===== src/rtl/sync_xfer_sched.sv =====
// sync_xfer_sched: round-robin scheduler sharing one multi-bit synchronizer among NREQ requesters
// Ports: clk/rst (sync active-high), en gates new grants, req/data per requester,
//        gnt/done one-hot pulses, d_presync/sel_id hold the granted word and owner, busy = not IDLE.
module sync_xfer_sched #(
   parameter int NREQ   = 4,
   parameter int WIDTH  = 4,
   parameter int STAGES = 2,
   parameter int GAP    = 1
) (
   input  logic                      clk,
   input  logic                      rst,
   input  logic                      en,
   input  logic [NREQ-1:0]           req,
   input  logic [NREQ*WIDTH-1:0]     data,
   output logic [NREQ-1:0]           gnt,
   output logic [NREQ-1:0]           done,
   output logic [WIDTH-1:0]          d_presync,
   output logic [$clog2(NREQ)-1:0]   sel_id,
   output logic                      busy
);
   localparam int IW = $clog2(NREQ);
   localparam int CW = $clog2(STAGES + GAP + 2);
   localparam logic [1:0] S_IDLE = 2'd0;
   localparam logic [1:0] S_HOLD = 2'd1;
   localparam logic [1:0] S_GAP  = 2'd2;
   logic [1:0]       state_q, state_d;
   logic [IW-1:0]    ptr_q, ptr_d, sel_q, sel_d, pick;
   logic [CW-1:0]    cnt_q, cnt_d;
   logic [NREQ-1:0]  gnt_q, gnt_d, done_q, done_d;
   logic [WIDTH-1:0] dat_q, dat_d;
   logic             found, grant, hold_end, gap_end;
   // first requester at or after ptr, wrapping modulo NREQ
   always_comb begin
      found = 1'b0;
      pick  = '0;
      for (int i = 0; i < NREQ; i++) begin
         if (!found && req[(int'(ptr_q) + i) % NREQ]) begin
            found = 1'b1;
            pick  = IW'((int'(ptr_q) + i) % NREQ);
         end
      end
   end
   // the shared counter restarts at zero on entry to HOLD and to GAP
   always_comb begin
      grant    = state_q == S_IDLE && en && found;
      hold_end = state_q == S_HOLD && cnt_q == CW'(STAGES);
      gap_end  = state_q == S_GAP && cnt_q == CW'(GAP > 0 ? GAP - 1 : 0);
      state_d  = grant ? S_HOLD : hold_end ? (GAP == 0 ? S_IDLE : S_GAP) : gap_end ? S_IDLE : state_q;
      cnt_d    = (grant || hold_end) ? '0 : cnt_q + CW'(1);
      ptr_d    = grant ? (pick == IW'(NREQ - 1) ? '0 : pick + IW'(1)) : ptr_q;
      sel_d    = grant ? pick : sel_q;
      dat_d    = grant ? data[int'(pick)*WIDTH +: WIDTH] : dat_q;
      gnt_d    = grant ? NREQ'(1) << pick : '0;
      done_d   = hold_end ? NREQ'(1) << sel_q : '0;
   end
   always_ff @(posedge clk) begin
      if (rst) begin
         state_q <= S_IDLE;
         ptr_q   <= '0;
         sel_q   <= '0;
         cnt_q   <= '0;
         gnt_q   <= '0;
         done_q  <= '0;
         dat_q   <= '0;
      end else begin
         state_q <= state_d;
         ptr_q   <= ptr_d;
         sel_q   <= sel_d;
         cnt_q   <= cnt_d;
         gnt_q   <= gnt_d;
         done_q  <= done_d;
         dat_q   <= dat_d;
      end
   end
   assign gnt       = gnt_q;
   assign done      = done_q;
   assign d_presync = dat_q;
   assign sel_id    = sel_q;
   assign busy      = state_q != S_IDLE;
endmodule


===== config.mk =====
export PLATFORM = sky130hd
export DESIGN_NAME = sync_xfer_sched
export DESIGN_NICKNAME = d
export VERILOG_FILES = /design/src/rtl/sync_xfer_sched.sv
export SDC_FILE = /design/constraint.sdc
export NUM_CORES = 1
export LEC_CHECK = 0
export BUFFER_PORTS_ARGS = -buffer_cell sky130_fd_sc_hd__buf_2
export CAP_MARGIN = 15
export CORE_MARGIN = 10
export CORE_UTILIZATION = 45
export DETAILED_ROUTE_END_ITERATION = 12
export GPL_ROUTABILITY_DRIVEN = 0
export HOLD_SLACK_MARGIN = 0.03
export PLACE_DENSITY = 0.78
export SYNTH_ARGS = -nofsm -noshare
export SYNTH_HDL_FRONTEND = slang
export SYNTH_SLANG_ARGS = --single-unit

===== constraint.sdc =====
create_clock -name clk -period 2 [get_ports clk]
set_input_delay 0.1 -clock clk [delete_from_list [all_inputs] [get_ports clk]]
set_output_delay 0.1 -clock clk [all_outputs]
set_load 0.05 [all_outputs]

**After elaboration in Yosys (flattened, before gate mapping)**

Index checks and enable logic that the tools add are counted.

- Input bits: 23
- Output and inout bits: 15
- Register bits after elaboration: 21

- Mux-type cells: 23
- $add $sub $neg: 5
- Shift operators: 3
- Bitwise gates (word level): 5
- Eq/ne operators: 4
- Order comparisons: 4
- Reductions and logical operators: 23

Operators with widths:

| kind | number |
|---|---|
| $shiftx A16 B5 Y4 | 1 |
| $mux W2 | 7 |
| $reduce_or A2 Y1 | 7 |
| $lt A3 B4 Y1 const B | 3 |
| $mux W1 | 12 |
| $bmux W1 S2 | 4 |
| $shl A1 B2 Y4 const A | 2 |
| $logic_and A1 B1 Y1 | 7 |
| $add A2 B1 Y2 const B | 2 |
| $add A2 B2 Y2 const B | 2 |
| $eq A2 B2 Y1 const B | 2 |
| $reduce_bool A2 Y1 | 2 |
| $add A3 B1 Y3 const B | 1 |
| $and A1 B1 Y1 const A | 3 |
| $eq A3 B2 Y1 const B | 1 |
| $logic_not A1 Y1 | 3 |
| $logic_not A3 Y1 | 1 |
| $lt A2 B3 Y1 const B | 1 |
| $reduce_bool A3 Y1 | 1 |
| $eq A2 B1 Y1 const B | 1 |
| $logic_not A2 Y1 | 1 |
| $not A1 Y1 | 2 |
| $logic_or A1 B1 Y1 | 1 |

**Longest topological paths before layout**

Gate-level depths: netlist of the first run.

- Depth in word-level cells: 17
- Gate-level depth with buffers: 7

**Worst setup path before layout of the first run**

Ideal clock, no wire load.

- Path type: register to register
- Start: reg ptr_q[1]
- End: reg dat_q[0], in the netlist d_presync[0]
- Period minus slack after synthesis: 1.511 ns
- Path buffers: 0
- Path slack: 0.489 ns
- Cell stages (with the launch flop): 5
- Setup time: 0.083 ns
- Data arrival time: 1.428 ns
- Required time: 1.917 ns
- Cell sequence: dfxtp_1 a21oi_2 o32a_1 or3_4 o221ai_1

- Cells in the longest elaborated chain, start to end: 13
- Elaborated cells on any way between the ends: 30
- Those cells by class: add/sub: 3; shift: 1; mux: 19; reduce/logical: 7

Ends and longest elaborated chain:

| item | line | RTL |
|---|---|---|
| start: declaration | 27 | `logic [IW-1:0] ptr_q, ptr_d, sel_q, sel_d, pick;` |
| start signal: assignment | 67 | `ptr_q <= ptr_d;` |
| $add A2 B1 Y2 / $bmux W1 S2 (equally long branches) | 37, 39 |  |
| $bmux W1 S2 / $mux W1 (equally long branches) | 37 | `if (!found && req[(int'(ptr_q) + i) % NREQ]) begin` |
| $mux W1 (implied by the code) | 37 |  |
| $mux W1 (implied by the code) / $logic_not A1 Y1 (equally long branches) | 37 |  |
| $logic_and A1 B1 Y1 | 37 |  |
| $mux W1 | 37 |  |
| $logic_not A1 Y1 | 37 |  |
| $logic_and A1 B1 Y1 | 37 |  |
| $mux W1 | 37 |  |
| $logic_not A1 Y1 | 37 |  |
| $logic_and A1 B1 Y1 | 37 |  |
| $mux W2 / $mux W1 (equally long branches) | 37 |  |
| $shiftx A16 B5 Y4 / $logic_and A1 B1 Y1 (equally long branches) | 52, 45 |  |
| end signal: assignment | 72 | `dat_q <= dat_d;` |
| end: declaration | 30 | `logic [WIDTH-1:0] dat_q, dat_d;` |

Parallel ways exist; a longest one is shown, timed or not. The select of a mux whose other input is x is not followed.
A chain may end at the register's enable or synchronous reset.

**Worst setup path after layout of the first run**

- Start: reg ptr_q[1]
- End: reg dat_q[1], in the netlist d_presync[1]

Same word-level chain as after synthesis.

==> flow_metrics.py, run 1 <==
metrics = {
    "cts": {
        "clkTransAtPathRegs_ns": 0.11,
        "htree_levels": 1,
        "ctsResizeCount": 0,
        "cts_tree": "built",
        "clock-sinks": 21,
        "insertion_delay_ns": 0.29,
        "cts_buffers": 3,
        "ctsHoldBuffers": 1,
        "clockBufferDepth": 2,
        "clock-root-buffer": "clkbuf_4",
        "postCtsSetupBuffers": 0,
    },
    "routing": {
        "via_per_inst": 5.25,
        "drt-total-wl_um": 2330,
        "ant_nets": 0,
        "drc": 0,
        "vias": 876,
        "dr.pass1.iters": 4,
        "drt_iter0_markers": 34,
        "wire_per_inst_um": 13.9,
    },
    "sta": {
        "slew_headroom_pct": 72.6,
        "tightest_slew_ns": 0.410,
        "hold_viol": 0,
        "setup_viol": 0,
        "clock_skew_ns": 0.00241,
        "fin_crit_ns": 1.67,
        "rsz0062_at_grt": "false",
        "setup-tns-final_ns": 0,
        "finalCritPeriodShare_pct": 83.5,
        "slew_viol_final": 0,
        "fmax_mhz": 599,
        "whs_ns": 0.110,
    },
    "pwr": {
        "power.leakage_nw": 0.628,
        "ir_drop_v": 0.000372,
        "power_density_nw_per_um2": 774,
    },
    "logic_synthesis": {
        "synth_seq_cells": 21,
        "syn_avg_cell_area_um2": 9.77,
        "synth_warnings": 0,
        "yosysTopAreaCellShare_pct": 43.5,
        "synth_fp_nets": 125,
        "synth_top_area_cell": "dfxtp_1",
        "ys.flop_type": "dfxtp_1",
        "synth_edf_count": 0,
        "synth.cell_area_um2": 967,
        "synth_area_leaders": "dfxtp_1 43%, mux2i_1 10%, nor2_1 4.7%",
        "async_reset_ff_share_pct": 0,
        "synth_cell_types": 32,
        "synthCells": 99,
        "ys_seq_area_share_pct": 43.5,
    },
    "critical_path": {
        "reg2reg_depth": 4,
        "required_ns": 2.22,
        "crit_path_end_kind": "register",
        "startpoint": "ptr_q[1]$_SDFFE_PP0P_",
        "r2r-start": "ptr_q[1]$_SDFFE_PP0P_",
        "cp.arrival_ns": 1.89,
        "cp_max_fo": 7,
        "setup.worst_path.start_class": "register",
        "critPathKind": "register to register",
    },
    "grt": {
        "grt_pass1_vias": 879,
        "use_met2_pct": 18.2,
        "gr-total-overflow": 0,
        "grt_usage_pct": 10.4,
        "busiest_layer": "met2",
        "use_met1_pct": 10.6,
        "grt_antenna_before_repair": 0,
        "grt.met3_usage_pct": 3.73,
        "grt_pass1_wl_um": 3790,
        "grt_max_degree": 16,
    },
    "die": {
        "dieArea_um2": 4400,
        "rows": 16,
        "pin_count": 38,
        "initial_utilization_pct": 48.3,
        "die_h_um": 66.4,
        "core_um2": 2000,
        "fp.dieW_um": 66.4,
    },
    "worst_hold_path": {
        "min_path_cells": 3,
        "min_from": "data[12]",
        "min_path_type": "input pin to register",
    },
    "cells_and_area": {
        "fill_cells": 187,
        "areaGrowthSynthToFinish_pct": 26.4,
        "multi_input_area_um2": 519,
        "final_nets": 167,
        "diodes": 0,
        "drive_above_1_share_pct": 35.0,
        "final_util_pct": 61.1,
        "fin_area_um2": 1220,
        "seq_area_um2": 420,
        "final_cells": 167,
    },
    "run_status": {
        "status": "complete, no violations",
    },
    "placement": {
        "dp.cells": 162,
        "detailed_place.area_um2": 1180,
        "dp_hpwl_um": 1930,
        "port_buffers": 37,
    },
    "run": {
        "drv_cap": 0,
    },
}
[synth_stat cells (2+ instances only)]
master,n
ha_1,3
a21o_1,2
o221ai_1,4
nand2b_1,2
nor2_1,12
mux2i_1,10
and3_2,2
nor2b_1,2
o21ai_0,2
a311oi_1,2
xnor2_1,2
dfxtp_1,21
a21oi_1,4
nand2_1,3
inv_1,5
and3_1,4
nand3b_1,4
[final timing paths]
kind / endpoint / slack (ns)
min reg2reg: cnt_q[0]$_SDFF_PP0_ / 0.45
min: d_presync[0]$_SDFFE_PP0P_ / 0.11
max: d_presync[1]$_SDFFE_PP0P_ / 0.33
max reg2reg: d_presync[1]$_SDFFE_PP0P_ / 0.33
[sequential cells by signal (all words and copies together) (netlist names)]
signal and count:
d_presync 4, state_q 2, done 4, gnt 4, ptr_q 2, cnt_q 3, sel_id 2
[cell type report]
class                   count  area share [%]
well taps                  27            2.76
multi-input cells          71            42.5
repair buffers             39            16.6
inverters                   5            1.54
flip-flops and latches     21            34.4
clock buffers               3            1.84
clock inverters             1           0.409
[stage by stage]
| step | total power, mW | worst slack (ns) |
|---|---|---|
| after floorplan | 0.682 | 0.489 |
| after global placement | 0.755 | 0.441 |
| after detailed placement | 0.760 | 0.380 |
| after CTS | 0.956 | 0.342 |
| after global routing | 0.999 | 0.235 |
| final | 0.946 | 0.331 |
[metal layers]
metal | up-vias | part of all wire (%)
met3 | 2 | 7.3
met4 | 0 | 1.2
li1 | 445 | -
met5 | - | 0
met2 | 25 | 52
met1 | 404 | 40
[cells in the final DEF, fill, tap and decap left out, types with 3 or more instances in the layout]
master / synthesis / routed
ha_1: 3 / 3
inv_1: 5 / 5
o221ai_1: 4 / 4
dfxtp_1: 21 / 21
and3_1: 4 / 4
a21oi_1: 4 / 4
nand2_1: 3 / 3
nand3b_1: 4 / 4
mux2i_1: 10 / 10
clkbuf_4: 0 / 3
buf_2: 1 / 37
nor2_1: 12 / 12
[kinds of logic after synthesis]
logic type	count (synthesis)	synth area share [%]
AND/OR/NAND/NOR	35	20.3
AO/OA/AOI/OAI	21	17.3
flip-flops	21	43.5
multiplexers	10	10.3
buffers and inverters	7	2.85
adder cells (fa/ha/maj)	3	3.88
XOR/XNOR	2	1.81
[power breakdown]
part | internal, mW | switching, mW | leakage [nW]
combinational | 0.104 | 0.175 | 0.439
clock | 0.0744 | 0.120 | 0.0177
sequential | 0.448 | 0.0246 | 0.171
total | 0.627 | 0.319 | 0.628
[critical path, stage by stage (launching register included)]
cell and delay, ns:
dfxtp_1 0.47, a21oi_2 0.09, o32a_1 0.40, or3_4 0.42, o221ai_1 0.21
Note: power is estimated with default switching activity, not from simulation.
==> run 2, diff against run 1 <==
Settings changed: ABC_AREA from default to 1.
Clock period 2 ns to 1.44 ns, I/O delays scaled along.
==> flow_metrics.py, run 2 <==
metrics = {
    "run_status": {
        "status": "finished with violations",
        "violations": "negative setup slack",
    },
    "logic_synthesis": {
        "yosysTopAreaCellShare_pct": 35.1,
        "synth_seq_cells": 21,
        "synth.cell_area_um2": 1200,
        "syn_avg_cell_area_um2": 6.87,
        "synth_fp_nets": 200,
        "synth_warnings": 0,
        "async_reset_ff_share_pct": 0,
        "synth_cell_types": 23,
        "ys.flop_type": "dfxtp_1",
        "synth_top_area_cell": "dfxtp_1",
        "synthCells": 174,
        "ys_seq_area_share_pct": 35.1,
        "synth_edf_count": 0,
        "synth_area_leaders": "dfxtp_1 35%, nand2_1 16%, nand3_1 10%",
        "netlist_top_cells_count": "50 x nand2_1, 24 x nand3_1, 22 x inv_1",
        "post-synth-top-count-cell": "nand2_1",
    },
    "critical_path": {
        "crit_path_top_delay_cell": "dfxtp_4",
        "required_ns": 1.66,
        "path_cells": "buf_6 > nand2_4 > nand2_2 > nand2_2 > nand2_2 > nor2_4 > nand3_4 > nand2_8 > nand2_8 > nand2_1 > nand3_2 > nand3_2 > nand2_1",
        "crit_family": "simple AND/OR/NAND/NOR gates",
        "cp_max_fo": 7,
        "setup.worst_path.start_class": "register",
        "max_stage_delay_ns": 0.41,
        "critPathBufInv": 1,
        "cp.arrival_ns": 1.94,
        "crit_path_end_kind": "register",
        "critPathKind": "register to register",
        "crit_top_cell": "nand2_2",
    },
    "cts": {
        "clkTransAtPathRegs_ns": 0.12,
        "cts_tree": "built",
        "htree_levels": 1,
        "insertion_delay_ns": 0.30,
        "clockBufferDepth": 2,
        "cts_buffers": 3,
        "ctsHoldBuffers": 0,
        "clock-sinks": 21,
        "clock-root-buffer": "clkbuf_4",
    },
    "cells_and_area": {
        "final_nets": 252,
        "multi_input_area_um2": 917,
        "diodes": 0,
        "fin_area_um2": 1820,
        "areaGrowthSynthToFinish_pct": 52.0,
        "fill_cells": 182,
        "drive_above_1_share_pct": 57.3,
        "seq_area_um2": 428,
        "final_common_cell": "buf_2",
        "final_cell_mix": "37 x buf_2, 26 x nand2_2, 26 x nand2_1",
    },
    "routing": {
        "via_per_inst": 5.32,
        "wire_per_inst_um": 15.4,
        "ant_nets": 0,
        "drt_iter0_markers": 50,
        "vias": 1356,
        "drc": 0,
        "drt-total-wl_um": 3920,
        "dr.pass1.iters": 4,
    },
    "grt": {
        "grt_usage_pct": 13.8,
        "grt_pass1_wl_um": 6040,
        "grt_antenna_before_repair": 0,
        "grt_pass1_vias": 1392,
        "gr-total-overflow": 0,
        "grt_max_degree": 13,
    },
    "sta": {
        "setup_viol": 16,
        "setup_slack_ns": -0.284,
        "setup-tns-final_ns": -3.73,
        "finalCritPeriodShare_pct": 120,
        "slew_viol_final": 0,
        "slew_headroom_pct": 82.6,
        "hold_viol": 0,
        "rsz0062_at_grt": "true",
        "tightest_slew_ns": 0.262,
        "clock_skew_ns": 0.00425,
        "whs_ns": 0.0857,
        "fin_crit_ns": 1.72,
        "fmax_mhz": 580,
    },
    "placement": {
        "place_ws_ns": -0.251,
        "dp_hpwl_um": 2410,
        "detailed_place.area_um2": 1480,
        "port_buffers": 37,
    },
    "die": {
        "die_h_um": 71.6,
        "dieArea_um2": 5120,
        "rows": 18,
        "pin_count": 38,
        "fp.dieW_um": 71.6,
        "initial_utilization_pct": 47.8,
        "core_um2": 2500,
    },
    "run": {
        "drv_cap": 0,
    },
    "worst_hold_path": {
        "min_path_type": "input pin to register",
    },
}
[run 2: area by class of cell]
type	instances	share of cell area, %
multi-input combinational	127	50.4
tap	30	2.06
clock inverter	1	0.275
timing repair buffer	48	16.2
inverter	25	6.26
clock buffer	3	1.24
sequential	21	23.5
[run 2: kinds of logic after synthesis]
group	after synthesis	share of synthesized area [%]
AOI/OAI and AO/OA	8	4.19
xor gates and xnor gates	1	0.732
adders and majority gates	3	3.14
buffers and inverters	27	9.73
DFF	21	35.1
and+or+nand+nor	114	47.1
[run 2: path summary, 6_finish.rpt]
check / slack [ns] / start / endpoint / cells past startpoint
setup / recovery: -0.28 / ptr_q[0]$_SDFFE_PP0P_ / d_presync[2]$_SDFFE_PP0P_ / 13
hold / removal: 0.09 / data[3] / d_presync[3]$_SDFFE_PP0P_ / 5
setup reg to reg: -0.28 / ptr_q[0]$_SDFFE_PP0P_ / d_presync[2]$_SDFFE_PP0P_ / 13
hold reg to reg: 0.44 / cnt_q[0]$_SDFF_PP0_ / cnt_q[0]$_SDFF_PP0_ / 1
[run 2: worst reg2reg max path: cells and delay by family (launching register included)]
kind	cells	cell delay, ns
buf+inv	1	0.13
simple gates	12	1.08
flops	1	0.41
[run 2: per-stage QoR]
stage / utilization [%] / instances
2_1_floorplan: - / 174
3_3_place_gp: 59.1 / 248
3_5_place_dp: 59.1 / 248
4_1_cts: 68.6 / 255
5_1_grt: 72.7 / 255
6_report: 72.7 / 255
[run 2: what timing repair did]
| item | 4_1_cts | 5_1_grt |
|---|---|---|
| buffers inserted | 2 | 0 |
| resized for setup | 52 | 26 |
| setup endpoints to repair | 16 | 17 |
| cloned | 1 | 0 |
| pin swaps | 12 | 16 |
[run 2: per-layer routing]
metal	GRT usage [%]	wire (um)	share of wire [%]
met5	0	0	0
met4	4.09	101	2.6
met3	6.06	330	8.4
met2	24.9	1920	49
met1	14.0	1570	40
Power of run 2 is not shown: default switching activity piles up to over one toggle a cycle in this logic, so the estimate is an artifact.
